$ cat src/rtl/serial_subtractor.sv
// serial_subtractor
//   Bit-serial, LSB-first subtractor: diff = a - b (mod 2^WIDTH) computed one
//   bit per clock through a single full-subtractor stage and a borrow flop.
//   A start/busy/done handshake lets a controller launch an operation and
//   collect the registered result.
//
// Ports
//   clk    : rising-edge clock
//   rst    : synchronous, active-high reset
//   start  : launch request, only honoured while idle
//   a, b   : minuend / subtrahend, captured on the accepted start
//   busy   : high while bits are being processed
//   done   : one-cycle pulse when diff/borrow hold a fresh result
//   diff   : registered difference, a - b modulo 2^WIDTH
//   borrow : registered final borrow-out, 1 when a < b (unsigned)
module serial_subtractor #(
  parameter int unsigned WIDTH = 8
) (
  input  logic             clk,
  input  logic             rst,
  input  logic             start,
  input  logic [WIDTH-1:0] a,
  input  logic [WIDTH-1:0] b,
  output logic             busy,
  output logic             done,
  output logic [WIDTH-1:0] diff,
  output logic             borrow
);

  // Bit counter width, derived from WIDTH.
  localparam int unsigned CNT_W = $clog2(WIDTH + 1);

  typedef enum logic [1:0] {
    IDLE  = 2'd0,
    SHIFT = 2'd1,
    DONE  = 2'd2
  } state_t;

  state_t             state_q, state_d;
  logic [WIDTH-1:0]   sa_q, sa_d;
  logic [WIDTH-1:0]   sb_q, sb_d;
  logic [WIDTH-1:0]   res_q, res_d;
  logic [WIDTH-1:0]   diff_q, diff_d;
  logic               bf_q, bf_d;
  logic               borrow_q, borrow_d;
  logic [CNT_W-1:0]   cnt_q, cnt_d;

  // Single full-subtractor stage.
  logic a0, b0, bi, d, bo, last_bit;

  always_comb begin
    a0       = sa_q[0];
    b0       = sb_q[0];
    bi       = bf_q;
    d        = a0 ^ b0 ^ bi;
    bo       = (~a0 & b0) | (~(a0 ^ b0) & bi);
    last_bit = (cnt_q == CNT_W'(WIDTH - 1));
  end

  always_comb begin
    state_d  = state_q;
    sa_d     = sa_q;
    sb_d     = sb_q;
    res_d    = res_q;
    bf_d     = bf_q;
    cnt_d    = cnt_q;
    diff_d   = diff_q;
    borrow_d = borrow_q;

    case (state_q)
      IDLE: begin
        if (start) begin
          sa_d    = a;
          sb_d    = b;
          res_d   = '0;
          bf_d    = 1'b0;
          cnt_d   = '0;
          state_d = SHIFT;
        end
      end

      SHIFT: begin
        res_d = {d, res_q[WIDTH-1:1]};
        sa_d  = sa_q >> 1;
        sb_d  = sb_q >> 1;
        bf_d  = bo;
        cnt_d = cnt_q + CNT_W'(1);
        if (last_bit) begin
          // Publish on the same edge the last bit is produced, so the
          // outputs already hold the full result while DONE is asserted.
          diff_d   = {d, res_q[WIDTH-1:1]};
          borrow_d = bo;
          state_d  = DONE;
        end
      end

      DONE: begin
        state_d = IDLE;
      end

      default: begin
        state_d = IDLE;
      end
    endcase
  end

  always_ff @(posedge clk) begin
    if (rst) begin
      state_q  <= IDLE;
      sa_q     <= '0;
      sb_q     <= '0;
      res_q    <= '0;
      bf_q     <= 1'b0;
      cnt_q    <= '0;
      diff_q   <= '0;
      borrow_q <= 1'b0;
    end else begin
      state_q  <= state_d;
      sa_q     <= sa_d;
      sb_q     <= sb_d;
      res_q    <= res_d;
      bf_q     <= bf_d;
      cnt_q    <= cnt_d;
      diff_q   <= diff_d;
      borrow_q <= borrow_d;
    end
  end

  assign busy   = (state_q == SHIFT);
  assign done   = (state_q == DONE);
  assign diff   = diff_q;
  assign borrow = borrow_q;

endmodule

$ cat config.mk
export PLATFORM = sky130hd
export DESIGN_NAME = serial_subtractor
export DESIGN_NICKNAME = d
export VERILOG_FILES = /design/src/rtl/serial_subtractor.sv
export SDC_FILE = /design/constraint.sdc
export NUM_CORES = 1
export LEC_CHECK = 0
export BUFFER_PORTS_ARGS = -buffer_cell sky130_fd_sc_hd__buf_2
export CORE_ASPECT_RATIO = 1.4
export CORE_MARGIN = 4
export CORE_UTILIZATION = 35
export DETAILED_ROUTE_END_ITERATION = 10
export PLACE_DENSITY = 0.65
export SLEW_MARGIN = 10
export SYNTH_ARGS = -nofsm -noshare
export SYNTH_HDL_FRONTEND = slang
export SYNTH_SLANG_ARGS = --single-unit
export TNS_END_PERCENT = 5
$ cat constraint.sdc
create_clock -name clk -period 2 [get_ports clk]
set_clock_uncertainty 0.15 [all_clocks]
set_input_delay 0.2 -clock clk [delete_from_list [all_inputs] [get_ports clk]]
set_output_delay 0.2 -clock clk [all_outputs]
set_load 0.03 [all_outputs]
---- Word-level counts from Yosys, hierarchy flattened ----
Cells that the tools add are included.
storage, ports and cells
  output and inout port bits .............. 11
  input bits .............................. 19
  register bits ........................... 40
operators by class
  $add $sub $neg .......................... 1
  multiplexer cells ....................... 13
  equal/unequal tests ..................... 5
  bitwise logic cells ..................... 7
  reductions and logical operators ........ 5
operator list
  kind                                                   count
  case mux 8 bit (2 select lines)                        3
  2-to-1 mux 8 bit                                       3
  case mux 4 bit (2 select lines)                        1
  AND reduction 2 bit                                    3
  adder 4 x 1 -> 4 bit, second input constant            1
  == test 4 x 3 -> 1 bit, second input constant          1
  2-to-1 mux 2 bit                                       2
  2-to-1 mux 4 bit                                       1
  case mux 2 bit (2 select lines)                        1
  AND 1 bit                                              2
  == test 2 x 1 -> 1 bit, second input constant          1
  == test 2 bit, second input constant                   1
  zero test 2 bit                                        1
  inequality test 2 x 1 -> 1 bit, second input constant  1
  inequality test 2 bit, second input constant           1
  NOT 1 bit                                              2
  case mux 1 bit (2 select lines)                        1
  nonzero test 2 bit                                     1
  bitwise XOR 1 bit                                      2
  2-to-1 mux 1 bit                                       1
  bitwise OR 1 bit                                       1

---- Depth between registers and ports, before layout ----
Gate-level depths: netlist of run 1.
  depth in word-level cells ............... 5
  mapped depth ............................ 6
  depth with buffers taken out ............ 4

---- Least setup slack after synthesis of run 1 ----
No wires, ideal clock.
  path type ............................... flip-flop to output port
  from .................................... reg state_q[1]
  to ...................................... out done
  setup slack ............................. 0.469 ns
  stages on the path, launching flop included .. 4
  buffers on the path ..................... 2
  data arrival time ....................... 1.181 ns
  cells stage by stage .................... dfxtp_1 > buf_2 > buf_2 > nor2b_1
on the way
  longest elaborated chain between the ends .. 1
RTL lines
  element                 RTL line  RTL
  start, declared         39        state_t state_q, state_d;
  start signal, assigned  118       state_q <= state_d;
  == test 2 bit           130       assign done = (state_q == DONE);
  end, declared           25        output logic done,
No other way between the ends.

---- Worst setup path in the final report of run 1 ----
  from .................................... reg state_q[0]
  to ...................................... out busy
on the way
  longest elaborated chain between the ends .. 1
RTL lines
  element                 RTL line  RTL
  == test 2 x 1 -> 1 bit  129       assign busy = (state_q == SHIFT);
  end, declared           24        output logic busy,
No other way between the ends.

==> impl_metrics.json, run 1 <==
{
  "r2r-start": "cnt_q[0]",
  "syn_area_per_cell_um2": 8.37,
  "cp-end-kind": "output pin",
  "ys.warnings.count": 0,
  "yosys-top-cells-area": "dfxtp_1 (44%), a21oi_1 (10%), o221a_2 (7.5%)",
  "fin_util": 0.423,
  "synth_area_leader_cell": "dfxtp_1",
  "hpwl_mm": 2.63,
  "holdWs_ns": 0.0316,
  "ys_types": 32,
  "ir_drop_mv": 0.469,
  "swShare": 0.264,
  "initial_utilization": 0.364,
  "p_per_area_mw_per_mm2": 746,
  "p_int_w": 0.00114,
  "finalCritPeriodShare": 0.917,
  "numClockSinks": 39,
  "slowest_delay_ns": 0.45,
  "drcViolationCount": 0,
  "cp_slowest_cell": "dfxtp_2",
  "grt_start_max_net_pins": 33,
  "r2r_slack_ns": 0.36,
  "slew_headroom": 0.612,
  "rsz0062_at_grt": "no",
  "drive_above_1_share": 0.266,
  "row_count": 30,
  "comb_power_share": 0.122,
  "holdCritPathClass": "input pin to register",
  "grt_pass1_wl_mm": 6.91,
  "syn_inst": 214,
  "yosysSeqAreaShare": 0.436,
  "cap_violations": 0,
  "cts_root_buffer": "clkbuf_8",
  "cts_setup_buffers": 0,
  "htree_num_levels": 2,
  "syn_nets": 235,
  "wl_mm": 3.99,
  "startpoint": "state_q[0]",
  "drt_pass1_iterations": 4,
  "drt_first_iter_violations": 180,
  "endpoint": "busy",
  "grt_usage": 0.139,
  "antenna_left": 0,
  "p_total_w": 0.00155,
  "grt_overflow": 0,
  "slew_violations": 0,
  "clk_pin_slew_ns": 0.08,
  "io_pins": 30,
  "critPathKind": "register to output pin",
  "vias": 1574,
  "grt_pass1_vias": 1568,
  "synth.ff_latch_count": 39,
  "finalNetCount": 261,
  "switching_power_w": 0.000410,
  "die-area_mm2": 0.00634,
  "setup_viol": 0,
  "placed_area_mm2": 0.00199,
  "cts_tree": "yes",
  "crit_chain": "nand2b_1 -> inv_2 -> buf_2",
  "status": "finished, final reports clean",
  "clk_latency_ns": 0.29,
  "cp-start-kind": "register",
  "yosysTopAreaCellShare": 0.436,
  "fin_area_mm2": 0.00208,
  "die_h_um": 92.7,
  "crit_arrival_ns": 1.48,
  "die_w_um": 68.5,
  "cts_buffers": 5,
  "r2r-end": "borrow",
  "gp_congestion": 0.709,
  "antenna_found_initial": 0,
  "holdBufCountCts": 0,
  "diodes": 0,
  "tightest_slew_ns": 0.582,
  "port_buffers": 29,
  "clockBufferDepth": 2,
  "setup_tns_ns": 0,
  "ctsResizeCount": 1,
  "hold_violations": 0,
  "ff2ff_path_depth": 4,
  "core_area_mm2": 0.00492,
  "maxClockFrequency_mhz": 545,
  "critPathMaxFanout": 21,
  "syn-cell-area_mm2": 0.00179,
  "routedWlPerCell_um": 13.1,
  "syn_to_final_growth_pct": 16.1,
  "critPathRequiredTime_ns": 1.65,
  "pwr-share-seq": 0.541,
  "period_minus_slack_ns": 1.83,
  "p_clk_frac": 0.337,
  "p_leak_nw": 0.852,
  "routed_via_density": 5.16
}
[through the flow]
step / instances / worst slack, ns
final: 305 / 0.165
after global routing: 305 / 0.0198
after CTS: 305 / 0.150
after detailed placement: 297 / 0.317
after global placement: 297 / 0.342
after floorplan: 214 / 0.469
[layer usage]
metal | wire length (µm) | global-route usage
met5 | 0 | 0
met4 | 53 | 0.0398
met3 | 233 | 0.0425
met2 | 1890 | 0.220
met1 | 1810 | 0.178
[worst min-delay path by stage]
stage	start	endpoint	slack, ns	depth (start not counted)
floorplan	a[7]	sa_q[7]	0.23	2
global placement	diff[4]	diff[4]	0.30	2
detailed placement	res_q[1]	diff[0]	0.31	2
CTS	b[7]	sb_q[7]	0.03	3
global route	a[7]	sa_q[7]	0.03	3
finish	b[7]	sb_q[7]	0.03	3
[power by group through the flow]
stage / Clock, W / Sequential, W / Combinational, W
final: 0.000524 / 0.000839 / 0.000189
after global routing: 0.000567 / 0.000845 / 0.000215
after CTS: 0.000537 / 0.000839 / 0.000190
after detailed placement: 0 / 0.000856 / 0.000190
after global placement: 0 / 0.000856 / 0.000187
after floorplan: 0 / 0.000847 / 0.000146
[kinds of logic (layout without fill, tap and decap cells)]
group           Yosys count  after routing  synth area share
flops                    39             39             0.436
simple gates             63             63             0.165
buf+inv                  34             61            0.0845
compound gates           76             76             0.297
fa+ha+maj                 2              2            0.0182
[layout make-up]
class | count | area (µm²)
Multi-Input combinational cell | 141 | 860
Clock buffer | 6 | 72.6
Timing Repair Buffer | 39 | 220
Clock inverter | 2 | 12.5
Sequential cell | 39 | 782
Inverter | 14 | 52.6
Tap cell | 64 | 80.1
Fill cell | 503 | 2840
[cell usage in the layout (no fill, tap or decap), drive strengths merged, types with 2 or more instances in the layout]
cell type / netlist / final
nor2: 32 / 32
a21oi: 36 / 36
nand2: 4 / 4
nand2b: 4 / 4
o31ai: 8 / 8
dfxtp: 39 / 39
a211oi: 2 / 2
nor2b: 4 / 4
a22oi: 8 / 8
nand3: 10 / 10
o22ai: 2 / 2
clkbuf: 7 / 6
inv: 14 / 14
nor3: 3 / 3
o22a: 2 / 2
or3b: 2 / 2
buf: 13 / 39
o221a: 12 / 12
[critical path, delay by kind of cell (launching register included)]
| family | cells | cell delay (ns) |
|---|---|---|
| simple gates | 1 | 0.18 |
| buf+inv | 2 | 0.56 |
| flops | 1 | 0.45 |
[flip-flops by register name, indices dropped and copies added, names as in the netlist]
name and cells:
diff 8, state_q 2, sa_q 8, bf_q 1, res_q 7, cnt_q 4, sb_q 8, borrow 1
[cell usage after synthesis (all sizes together)]
cell,instances
o21ba,1
or3b,2
or3,1
inv,14
a211oi,2
o211a,1
o31ai,8
a21oi,36
clkbuf,7
and3b,1
nor2,32
o21bai,1
nor3,3
dfxtp,39
o22a,2
a311oi,1
nor2b,4
nand2b,4
fa,1
nor4,1
ha,1
a31oi,1
a22oi,8
o221a,12
buf,13
or2,1
nand2,4
a2bb2oi,1
nand3,10
o22ai,2
Power figures use the tool's default switching activity.
==> inputs of run 2 (changes only) <==
- MAX_ROUTING_LAYER: default -> met4
==> run 2 against run 1 <==
Effect of this change: global-route usage rose by 0.39 points; clock-buffer cell count did not move; final cell count did not move; cell area did not move; maximum frequency fell by 0.17%; setup slack got worse by 0.0031 ns; first-iteration DRC count rose by 1.7%; sequential share of layout area did not move; largest power group unchanged; highest routed layer unchanged.
==> impl_metrics.json, run 2 (same netlist as run 1, synthesis figures left out) <==
{
  "status": "finished, final reports clean",
  "slew_headroom": 0.602,
  "holdCritPathClass": "input pin to register",
  "antenna_found_initial": 0,
  "cp-start-kind": "register",
  "drt_first_iter_violations": 183,
  "io_pins": 30,
  "clockBufferDepth": 2,
  "rsz0062_at_grt": "no",
  "cap_violations": 0,
  "fin_cells": 305,
  "fin_util": 0.423,
  "period_minus_slack_ns": 1.84,
  "p_leak_nw": 0.852,
  "multiInputGateArea_um2": 860,
  "cts_tree": "yes",
  "cts_root_buffer": "clkbuf_8",
  "grt_usage": 0.143,
  "p_per_area_mw_per_mm2": 746,
  "clk_latency_ns": 0.29,
  "critPathMaxFanout": 21,
  "antenna_left": 0,
  "setup_tns_ns": 0,
  "holdWs_ns": 0.0318,
  "final_cell_mix": "dfxtp_1 (38), a21oi_1 (36), nor2_1 (32)",
  "fin_area_mm2": 0.00208,
  "setup_viol": 0,
  "routedWlPerCell_um": 13.1,
  "final_common_cell": "dfxtp_1",
  "finalNetCount": 261,
  "cts_buffers": 5,
  "grt_overflow": 0,
  "placed_area_mm2": 0.00199,
  "finalCritPeriodShare": 0.919,
  "drive_above_1_share": 0.266,
  "drcViolationCount": 0,
  "row_count": 30,
  "critPathRequiredTime_ns": 1.65,
  "slew_violations": 0,
  "clk_pin_slew_ns": 0.08,
  "routed_via_density": 5.17,
  "wl_mm": 3.99,
  "hpwl_mm": 2.63,
  "diodes": 0,
  "regArea_um2": 782,
  "place_inst": 297,
  "gp_congestion": 0.717,
  "syn_to_final_growth_pct": 16.1,
  "initial_utilization": 0.364,
  "grt_start_max_net_pins": 33,
  "drt_pass1_iterations": 4,
  "crit_arrival_ns": 1.49,
  "cts_setup_buffers": 0,
  "fill_cells": 503,
  "grt_pass1_vias": 1566,
  "die_h_um": 92.7,
  "ir_drop_mv": 0.466,
  "die-area_mm2": 0.00634,
  "port_buffers": 29,
  "core_area_mm2": 0.00492,
  "grt_pass1_wl_mm": 6.93,
  "htree_num_levels": 2,
  "critPathKind": "register to output pin",
  "numClockSinks": 39,
  "hold_violations": 0,
  "cp-end-kind": "output pin",
  "die_w_um": 68.5,
  "vias": 1578,
  "maxClockFrequency_mhz": 544,
  "tightest_slew_ns": 0.597
}
[run 2: worst max-delay path, stage by stage (launching register included)]
cell,delay [ns]
dfxtp_2,0.45
nand2b_1,0.18
inv_2,0.29
buf_2,0.26
[run 2: final timing paths]
| path | start | end | slack (ns) | depth (start not counted) |
|---|---|---|---|---|
| setup / recovery | state_q[0] | busy | 0.16 | 3 |
| hold reg to reg | res_q[1] | diff[0] | 0.32 | 2 |
| setup reg to reg | cnt_q[0] | borrow | 0.37 | 4 |
| hold / removal | b[7] | sb_q[7] | 0.03 | 3 |
[run 2: routing by layer]
layer	up-vias	track usage	share of wire
met1	718	0.180	0.46
met4	0	0.0398	0.013
met5	-	-	0
li1	815	-	-
met3	5	0.0400	0.061
met2	40	0.220	0.47
[run 2: timing repair]
item / 4_1_cts / 5_1_grt
endpoints found under the setup margin: 1 / 0
resized for setup: 1 / 0
endpoints found under the hold margin: 0 / 0
hold buffers: 0 / 0
[run 2: power by group]
group	internal (W)	switching, W	leakage [nW]
Sequential	0.000811	0.0000285	0.319
Combinational	0.0000875	0.000101	0.491
Clock	0.000244	0.000278	0.0412
[run 2: metrics by stage]
stage,setup WS (ns),power (W)
floorplan,0.469,0.000993
global placement,0.342,0.00104
detailed placement,0.317,0.00105
CTS,0.150,0.00157
global route,0.0153,0.00163
finish,0.162,0.00155
[run 2: final cells by class]
cell class,count,share of cell area
Timing Repair Buffer,39,0.106
Clock inverter,2,0.00602
Multi-Input combinational cell,141,0.413
Sequential cell,39,0.376
Tap cell,64,0.0385
Inverter,14,0.0253
Clock buffer,6,0.0349
==> inputs of run 3 (changes only) <==
- PLACE_DENSITY: 0.65 -> default
==> run 3 against run 2 <==
Effect of this change: critical path depth unchanged; non-clock buffer count rose by 1; worst hold slack improved by 0.0073 ns; final cell count stayed put; sequential power about the same; combinational power barely moved; highest routed layer unchanged.
==> impl_metrics.json, run 3 (same netlist as run 1, synthesis figures left out) <==
{
  "wl_mm": 3.98,
  "holdCritPathClass": "input pin to register",
  "startpoint": "state_q[0]",
  "diodes": 0,
  "place_inst": 298,
  "routedWlPerCell_um": 13.1,
  "grt_pass1_vias": 1507,
  "status": "finished, final reports clean",
  "numClockSinks": 39,
  "cp-start-kind": "register",
  "cp_top_family": "buffers and inverters",
  "die-area_mm2": 0.00634,
  "syn_to_final_growth_pct": 16.6,
  "hold_path_startpoint": "b[7]",
  "pwr-share-seq": 0.535,
  "drive_above_1_share": 0.266,
  "hpwl_mm": 2.76,
  "final_common_cell": "dfxtp_1",
  "htree_num_levels": 2,
  "cts_root_buffer": "clkbuf_8",
  "critPathKind": "register to output pin",
  "port_buffers": 29,
  "die_w_um": 68.5,
  "drt_first_iter_violations": 57,
  "grt_overflow": 0,
  "comb_power_share": 0.123,
  "io_pins": 30,
  "cts_buffers": 5,
  "gp_congestion": 0.728,
  "r2r-start": "cnt_q[0]",
  "antenna_found_initial": 0,
  "antenna_left": 0,
  "die_h_um": 92.7,
  "vias": 1592,
  "crit_chain": "nand2b_1 -> inv_2 -> buf_2",
  "p_clk_frac": 0.342,
  "clk_latency_ns": 0.29,
  "tightest_slew_ns": 0.489,
  "grt_start_max_net_pins": 27,
  "cp-end-kind": "output pin",
  "slew_headroom": 0.674,
  "grt_pass1_wl_mm": 6.74,
  "crit_arrival_ns": 1.45,
  "clockBufferDepth": 2,
  "holdWs_ns": 0.0390,
  "slowest_delay_ns": 0.42,
  "drcViolationCount": 0,
  "switching_power_w": 0.000394,
  "grt_usage": 0.140,
  "ctsResizeCount": 0,
  "p_int_w": 0.00117,
  "routed_via_density": 5.22,
  "crit_buf_inv": 2,
  "row_count": 30,
  "cts_setup_buffers": 0,
  "finalNetCount": 262,
  "fin_cells": 305,
  "clk_pin_slew_ns": 0.07,
  "setup_viol": 0,
  "rsz0062_at_grt": "no",
  "cap_violations": 0,
  "p_per_area_mw_per_mm2": 749,
  "finalCritPeriodShare": 0.900,
  "holdBufCountCts": 0,
  "critPathMaxFanout": 21,
  "final_cell_mix": "dfxtp_1 (39), a21oi_1 (36), nor2_1 (32)",
  "cts_tree": "yes",
  "core_area_mm2": 0.00492,
  "p_leak_nw": 0.863,
  "period_minus_slack_ns": 1.80,
  "critPathRequiredTime_ns": 1.65,
  "setup_tns_ns": 0,
  "drt_pass1_iterations": 4,
  "initial_utilization": 0.364,
  "maxClockFrequency_mhz": 556,
  "cp_slowest_cell": "dfxtp_1",
  "fill_cells": 511,
  "slew_violations": 0,
  "hold_violations": 0,
  "ir_drop_mv": 0.374,
  "swShare": 0.252
}
run 3: cell types whose count changed in the layout (fill, tap and decap cells not counted):
cell / previous run / this run
clkbuf_1: 1 / 0
clkinvlp_4: 1 / 0
buf_4: 10 / 11
clkbuf_8: 5 / 6
dfxtp_1: 38 / 39
dfxtp_2: 1 / 0
run 3: power groups by stage:
stage	Combinational (W)	Clock [W]	Sequential [W]
final	0.000192	0.000535	0.000837
after detailed placement	0.000193	0	0.000854
after global placement	0.000191	0	0.000854
after global routing	0.000217	0.000577	0.000842
after CTS	0.000194	0.000552	0.000837
after floorplan	0.000146	0	0.000847
run 3: metrics by stage:
stage	total power, W	utilization	setup slack, ns	cell area, µm²
4_1_cts	0.00158	0.425	0.181	2090
2_1_floorplan	0.000993	-	0.469	1790
5_1_grt	0.00164	0.425	0.0451	2090
3_5_place_dp	0.00105	0.407	0.389	2000
3_3_place_gp	0.00104	0.407	0.444	2000
6_report	0.00156	0.425	0.201	2090
run 3: worst paths after layout:
kind	end	slack, ns	cells past startpoint
max	busy	0.20	3
min	sb_q[7]	0.04	3
max reg2reg	borrow	0.40	4
min reg2reg	diff[4]	0.32	2
run 3: layout make-up:
type                    instances  area (µm²)  area share
well taps                      64        80.1      0.0383
multi-input cells             141         860       0.412
inverters                      14        52.6      0.0252
repair buffers                 40         228       0.109
clock buffers                   6        82.6      0.0395
clock inverters                 1        5.00     0.00240
flip-flops and latches         39         781       0.374
run 3: worst reg2reg max path, cell delays in order (launching register included):
cell      delay (ns)
dfxtp_1         0.37
ha_1            0.22
and3b_1         0.42
a21oi_1         0.12
a311oi_1        0.23
run 3: layer usage:
| metal | vias to the layer above | wire length (µm) | share of wire | track usage |
|---|---|---|---|---|
| li1 | 813 | - | - | - |
| met1 | 749 | 1830 | 0.46 | 0.176 |
| met2 | 27 | 1950 | 0.49 | 0.218 |
| met3 | 3 | 173 | 0.043 | 0.0364 |
| met4 | 0 | 32 | 0.0080 | 0.0398 |
| met5 | - | 0 | 0 | - |
